--- config.mk ---
export PLATFORM = sky130hd
export DESIGN_NAME = snes_con_reader
export DESIGN_NICKNAME = d
export VERILOG_FILES = /design/src/rtl/snes_con_reader.sv
export SDC_FILE = /design/constraint.sdc
export NUM_CORES = 1
export LEC_CHECK = 0
export ABC_CLOCK_PERIOD_IN_PS = 2050
export CAP_MARGIN = 0
export CORE_MARGIN = 1.5
export CORE_UTILIZATION = 58
export CTS_CLUSTER_SIZE = 20
export DETAILED_ROUTE_END_ITERATION = 6
export PLACE_DENSITY = 0.79
export RECOVER_POWER = 25
export SKIP_CTS_REPAIR_TIMING = 1
export SLEW_MARGIN = 10
export SYNTH_ARGS = -nofsm -noshare
export SYNTH_HDL_FRONTEND = slang
export SYNTH_SLANG_ARGS = --single-unit
--- constraint.sdc ---
create_clock -name clk -period 2.05 [get_ports clk]
set_input_delay 0.205 -clock clk [delete_from_list [all_inputs] [get_ports clk]]
set_output_delay 0.205 -clock clk [all_outputs]
set_load 0.03 [all_outputs]
--- src/rtl/snes_con_reader.sv ---
// SNES-style controller poller: drives latch/clock, shifts in 16 serial bits, publishes the button word per frame.
// Optional build macro CON_DEBOUNCE_EN: a bit changes only after two consecutive agreeing frames.
module snes_con_reader #(
    parameter int unsigned POLL_DIV    = 833333,
    parameter int unsigned HALF_PERIOD = 300,
    parameter int unsigned NUM_BITS    = 16
) (
    input  logic                clk,
    input  logic                rst_n,
    input  logic                en,
    input  logic                con_data,
    output logic                con_clk,
    output logic                con_latch,
    output logic [NUM_BITS-1:0] con_state,
    output logic                state_valid,
    output logic                busy
);

    localparam int unsigned PC_W  = (POLL_DIV > 1) ? $clog2(POLL_DIV) : 1;
    localparam int unsigned HC_W  = $clog2(2 * HALF_PERIOD);
    localparam int unsigned IDX_W = (NUM_BITS > 1) ? $clog2(NUM_BITS) : 1;

    localparam logic [PC_W-1:0]  POLL_LAST  = PC_W'(POLL_DIV - 1);
    localparam logic [HC_W-1:0]  LATCH_LAST = HC_W'(2 * HALF_PERIOD - 1);
    localparam logic [HC_W-1:0]  HALF_LAST  = HC_W'(HALF_PERIOD - 1);
    localparam logic [IDX_W-1:0] IDX_LAST   = IDX_W'(NUM_BITS - 1);

    typedef enum logic [2:0] {
        ST_IDLE,
        ST_LATCH,
        ST_WAIT_HI,
        ST_CLK_LO,
        ST_DONE
    } state_e;

    state_e              state_q, state_d;
    logic [PC_W-1:0]     pc_q, pc_d;
    logic [HC_W-1:0]     hc_q, hc_d;
    logic [IDX_W-1:0]    idx_q, idx_d;
    logic [NUM_BITS-1:0] shift_q, shift_d;
    logic [NUM_BITS-1:0] con_state_q, con_state_d;
    logic [1:0]          sync_q;
    logic                con_clk_q, con_clk_d;
    logic                con_latch_q, con_latch_d;
    logic                state_valid_q, state_valid_d;
    logic                busy_q, busy_d;
    logic                tick_c;
    logic                publish_c;

`ifdef CON_DEBOUNCE_EN
    logic [NUM_BITS-1:0] prev_q, prev_d;
    logic [NUM_BITS-1:0] agree_c;
`endif

    // Two-flop synchronizer; the line idles high (no button pressed).
    always_ff @(posedge clk) begin
        if (!rst_n) begin
            sync_q <= 2'b11;
        end else begin
            sync_q <= {sync_q[0], con_data};
        end
    end

    // Free-running poll divider; a tick is the cycle where it reads zero.
    assign pc_d   = (pc_q == POLL_LAST) ? '0 : pc_q + 1'b1;
    assign tick_c = (pc_q == '0);

    // Frame sequencer: next-state, phase counter, bit index and shift register.
    always_comb begin
        state_d = state_q;
        hc_d    = hc_q + 1'b1;
        idx_d   = idx_q;
        shift_d = shift_q;

        case (state_q)
            ST_IDLE: begin
                hc_d = '0;
                if (tick_c && en) begin
                    state_d = ST_LATCH;
                    idx_d   = '0;
                end
            end
            ST_LATCH: begin
                if (hc_q == LATCH_LAST) begin
                    state_d = ST_WAIT_HI;
                    hc_d    = '0;
                end
            end
            ST_WAIT_HI: begin
                if (hc_q == HALF_LAST) begin
                    hc_d           = '0;
                    shift_d[idx_q] = ~sync_q[1];
                    if (idx_q == IDX_LAST) begin
                        state_d = ST_DONE;
                    end else begin
                        idx_d   = idx_q + 1'b1;
                        state_d = ST_CLK_LO;
                    end
                end
            end
            ST_CLK_LO: begin
                if (hc_q == HALF_LAST) begin
                    state_d = ST_WAIT_HI;
                    hc_d    = '0;
                end
            end
            ST_DONE: begin
                state_d = ST_IDLE;
                hc_d    = '0;
            end
            default: begin
                state_d = ST_IDLE;
                hc_d    = '0;
            end
        endcase
    end

    // The word is committed on entry to DONE so it appears together with state_valid.
    assign publish_c = (state_q == ST_WAIT_HI) && (state_d == ST_DONE);

`ifdef CON_DEBOUNCE_EN
    assign agree_c = ~(shift_d ^ prev_q);

    always_comb begin
        con_state_d = con_state_q;
        prev_d      = prev_q;
        if (publish_c) begin
            con_state_d = (con_state_q & ~agree_c) | (shift_d & agree_c);
            prev_d      = shift_d;
        end
    end

    always_ff @(posedge clk) begin
        if (!rst_n) begin
            prev_q <= '0;
        end else begin
            prev_q <= prev_d;
        end
    end
`else
    always_comb begin
        con_state_d = con_state_q;
        if (publish_c) begin
            con_state_d = shift_d;
        end
    end
`endif

    // Pin and status values decoded from the upcoming state so every output is a flop.
    always_comb begin
        con_clk_d     = (state_d != ST_CLK_LO);
        con_latch_d   = (state_d == ST_LATCH);
        state_valid_d = (state_d == ST_DONE);
        busy_d        = (state_d == ST_LATCH) || (state_d == ST_WAIT_HI) ||
                        (state_d == ST_CLK_LO);
    end

    always_ff @(posedge clk) begin
        if (!rst_n) begin
            state_q       <= ST_IDLE;
            pc_q          <= '0;
            hc_q          <= '0;
            idx_q         <= '0;
            shift_q       <= '0;
            con_state_q   <= '0;
            con_clk_q     <= 1'b1;
            con_latch_q   <= 1'b0;
            state_valid_q <= 1'b0;
            busy_q        <= 1'b0;
        end else begin
            state_q       <= state_d;
            pc_q          <= pc_d;
            hc_q          <= hc_d;
            idx_q         <= idx_d;
            shift_q       <= shift_d;
            con_state_q   <= con_state_d;
            con_clk_q     <= con_clk_d;
            con_latch_q   <= con_latch_d;
            state_valid_q <= state_valid_d;
            busy_q        <= busy_d;
        end
    end

    assign con_clk     = con_clk_q;
    assign con_latch   = con_latch_q;
    assign con_state   = con_state_q;
    assign state_valid = state_valid_q;
    assign busy        = busy_q;

endmodule

==> run metrics <==
run status=finished clean; fin util=0.724; final non-filler cell total=463; buffer levels on the longest clock path=2; Hold Slack=slightly above 400 ps; final hold violations=0; post-detailed-route DRC marker count=0; data arrival time of the worst path=2220 ps; wire length of the first global-routing pass=10600 microns; number of enable-type register cells in the synthesized netlist=0; setup repair after global routing missed its margin=false; min-delay worst type=reg -> reg; commonest register cell after synthesis=dfxtp_1; Initial Util=0.614; number of flip-flops and latches in the synthesized netlist=74; cell area after synthesis=~3200 sq um; total negative slack=0 ps; sort of element at the start of the critical path=flop; Total Die Area=6000 sq um; Peak Freq=between 500 and 600 MHz; total routed wire length on the met1 layer=2830 microns; P_leak=0.00155 uW; pin count of the biggest net entering global routing=29; number of instances in the synthesized netlist=roughly 360; Fillers=396; routability congestion estimate=~0.85; DRT Pass-1 Iters=4; total core area=approximately 5200 sq um; number of H-tree levels=3; Worst Path Required=2340 ps; part of the cycle the worst path needs=0.943; MaxCap Viol Count=0; CTS clk-pin slew, worst paths=70 ps; number of vias after detailed routing=2524; met2 WL=between 2000 and 3000 microns; via count of the first global-routing pass=around 2300; worst-case clock skew=5.08 ps; Tot GR Track Use=0.220; remaining global-route overflow=0; floorplan die width=77.5 microns; Async S/R FF share, synth=0; Post-Route WL=~6000 microns; Ys Warns=0; die boundary height=77.5 microns; wire per inst=13.2 microns; Worst-Skew Late Latency=340 ps; syn_nets=approximately 370; number of DRC markers after the initial detailed-route iteration=137; cell count after placement=447; Cell variety after synth=45; total of endpoints with negative setup slack in the final report=0; TritonCTS clock tree=built; maximum fanout along the worst path=10; diode insertion count for antenna repair=0; share of post-route cells with drive strength above 1=0.102; library cell used as clock root buffer=clkbuf_8; remaining antenna violation count=0; clock buffer count from CTS=9; Worst-Margin Slew=534 ps; Top Metal Used=met4; total power divided by cell area=723 nW/um^2; Setup Crit Path Kind=reg -> reg; Rows=26; type of element capturing the critical path=flop; length of routed met3 wiring=between 200 and 250 microns; ratio of routed vias to standard cells=5.45; layout overhead on the synthesized area=17.9%; Nets=400; relative slew slack=0.643; ports placed on the boundary=24; sequential-to-total area share from yosys stat=0.461; worst voltage drop across the vdd grid=626 uV; post-detail-place hpwl=4150 microns; Min Clock Period, post-route=1930 ps; count of buffers from port buffering=23; count of clock tree sinks=74; initial antenna violation count=0; post-synthesis area per instance=~9.0 sq um; final-report max-slew violation count=0
==> cell type report <==
class                      instances  area [sq um]  area share
inverter                           8          30.0     0.00792
sequential                        74          1480       0.391
clock inverter                     2          35.0     0.00924
clock buffer                      13           169      0.0445
multi-input combinational        258          1640       0.433
tap                               70          87.6      0.0231
timing repair buffer              38           349      0.0920
==> routing by layer <==
metal,GRT usage,vias up
met2,0.360,52
met1,0.276,1168
met3,0.0424,11
met5,0,-
li1,-,1293
met4,0.107,0
==> through the flow <==
step	power, uW	worst slack (ps)	cell area, sq um
after detailed placement	1610	55.5	3560
final	2740	118	3790
after CTS	2760	31.5	3770
after global routing	2840	7.84	3790
after floorplan	1570	233	3220
after global placement	1610	93.7	3560
==> registers in the layout, summed over array words and instances, names as in the netlist <==
signal	count
hc_q	10
busy	1
pc_q	20
con_clk	1
shift_q	15
sync_q	2
con_state	16
idx_q	4
state_q	3
con_latch	1
state_valid	1
==> report_power, final <==
group | switching (uW) | internal [uW] | leakage [uW]
clock network | 506 | 654 | 0.000106
logic | 67.9 | 48.6 | 0.000849
registers | 13.0 | 1450 | 0.000598
==> synth_stat cells (2+ instances only) <==
library cell,count,area (sq um)
nor4b_1,3,26.3
nand2_1,27,101
inv_1,7,26.3
mux2i_1,18,180
and3_1,18,113
and4_1,2,17.5
ha_1,7,87.6
nor4_1,4,25.0
nand2b_1,3,18.8
nand3_1,35,175
nor2_1,57,214
clkbuf_1,8,30.0
nand3b_1,2,15.0
a21oi_1,13,65.1
buf_6,2,22.5
buf_2,5,25.0
nor3_1,7,35.0
dfxtp_1,74,1480
nand4_1,5,31.3
xnor2_1,11,96.3
nor3b_1,2,15.0
nor3b_2,2,25.0
o21ai_0,2,10.0
nor2b_1,2,12.5
a211oi_1,5,37.5
xor2_1,17,149
==> final timing paths <==
check            start        end  slack (ps)  depth (start not counted)
min          sync_q[0]  sync_q[1]         410                          1
min reg2reg  sync_q[0]  sync_q[1]         410                          1
max reg2reg    hc_q[7]    con_clk         120                          5
max            hc_q[7]    con_clk         120                          5
==> logic make-up (layout without fill, tap and decap cells) <==
kind of cell / after synthesis / in the layout / share of synthesized area
AND/OR/NAND/NOR: 177 / 177 / 0.284
AO/OA/AOI/OAI: 27 / 27 / 0.0537
buffers and inverters: 25 / 61 / 0.0373
XOR/XNOR: 28 / 28 / 0.0762
multiplexers: 19 / 19 / 0.0607
adder cells (fa/ha/maj): 7 / 7 / 0.0272
flip-flops: 74 / 74 / 0.461
==> cell usage in the layout, fill, tap and decap left out, types with 5 or more instances in the layout <==
cell type,instances
dfxtp_1,74
nor2_1,57
nand3_1,35
nand2_1,27
dlygate4sd3_1,21
mux2i_1,18
and3_1,17
xor2_1,17
a21oi_1,13
clkbuf_8,12
buf_4,12
xnor2_1,11
inv_1,7
nor3_1,7
ha_1,7
nand4_1,5
==> worst max-delay path, cell delays in order, from the launching register on <==
cell	delay [ps]
dfxtp_1	340
nor4b_1	410
and3_4	330
mux2_4	320
a311oi_2	330
nand2b_1	150
Power figures use the tool's default switching activity.
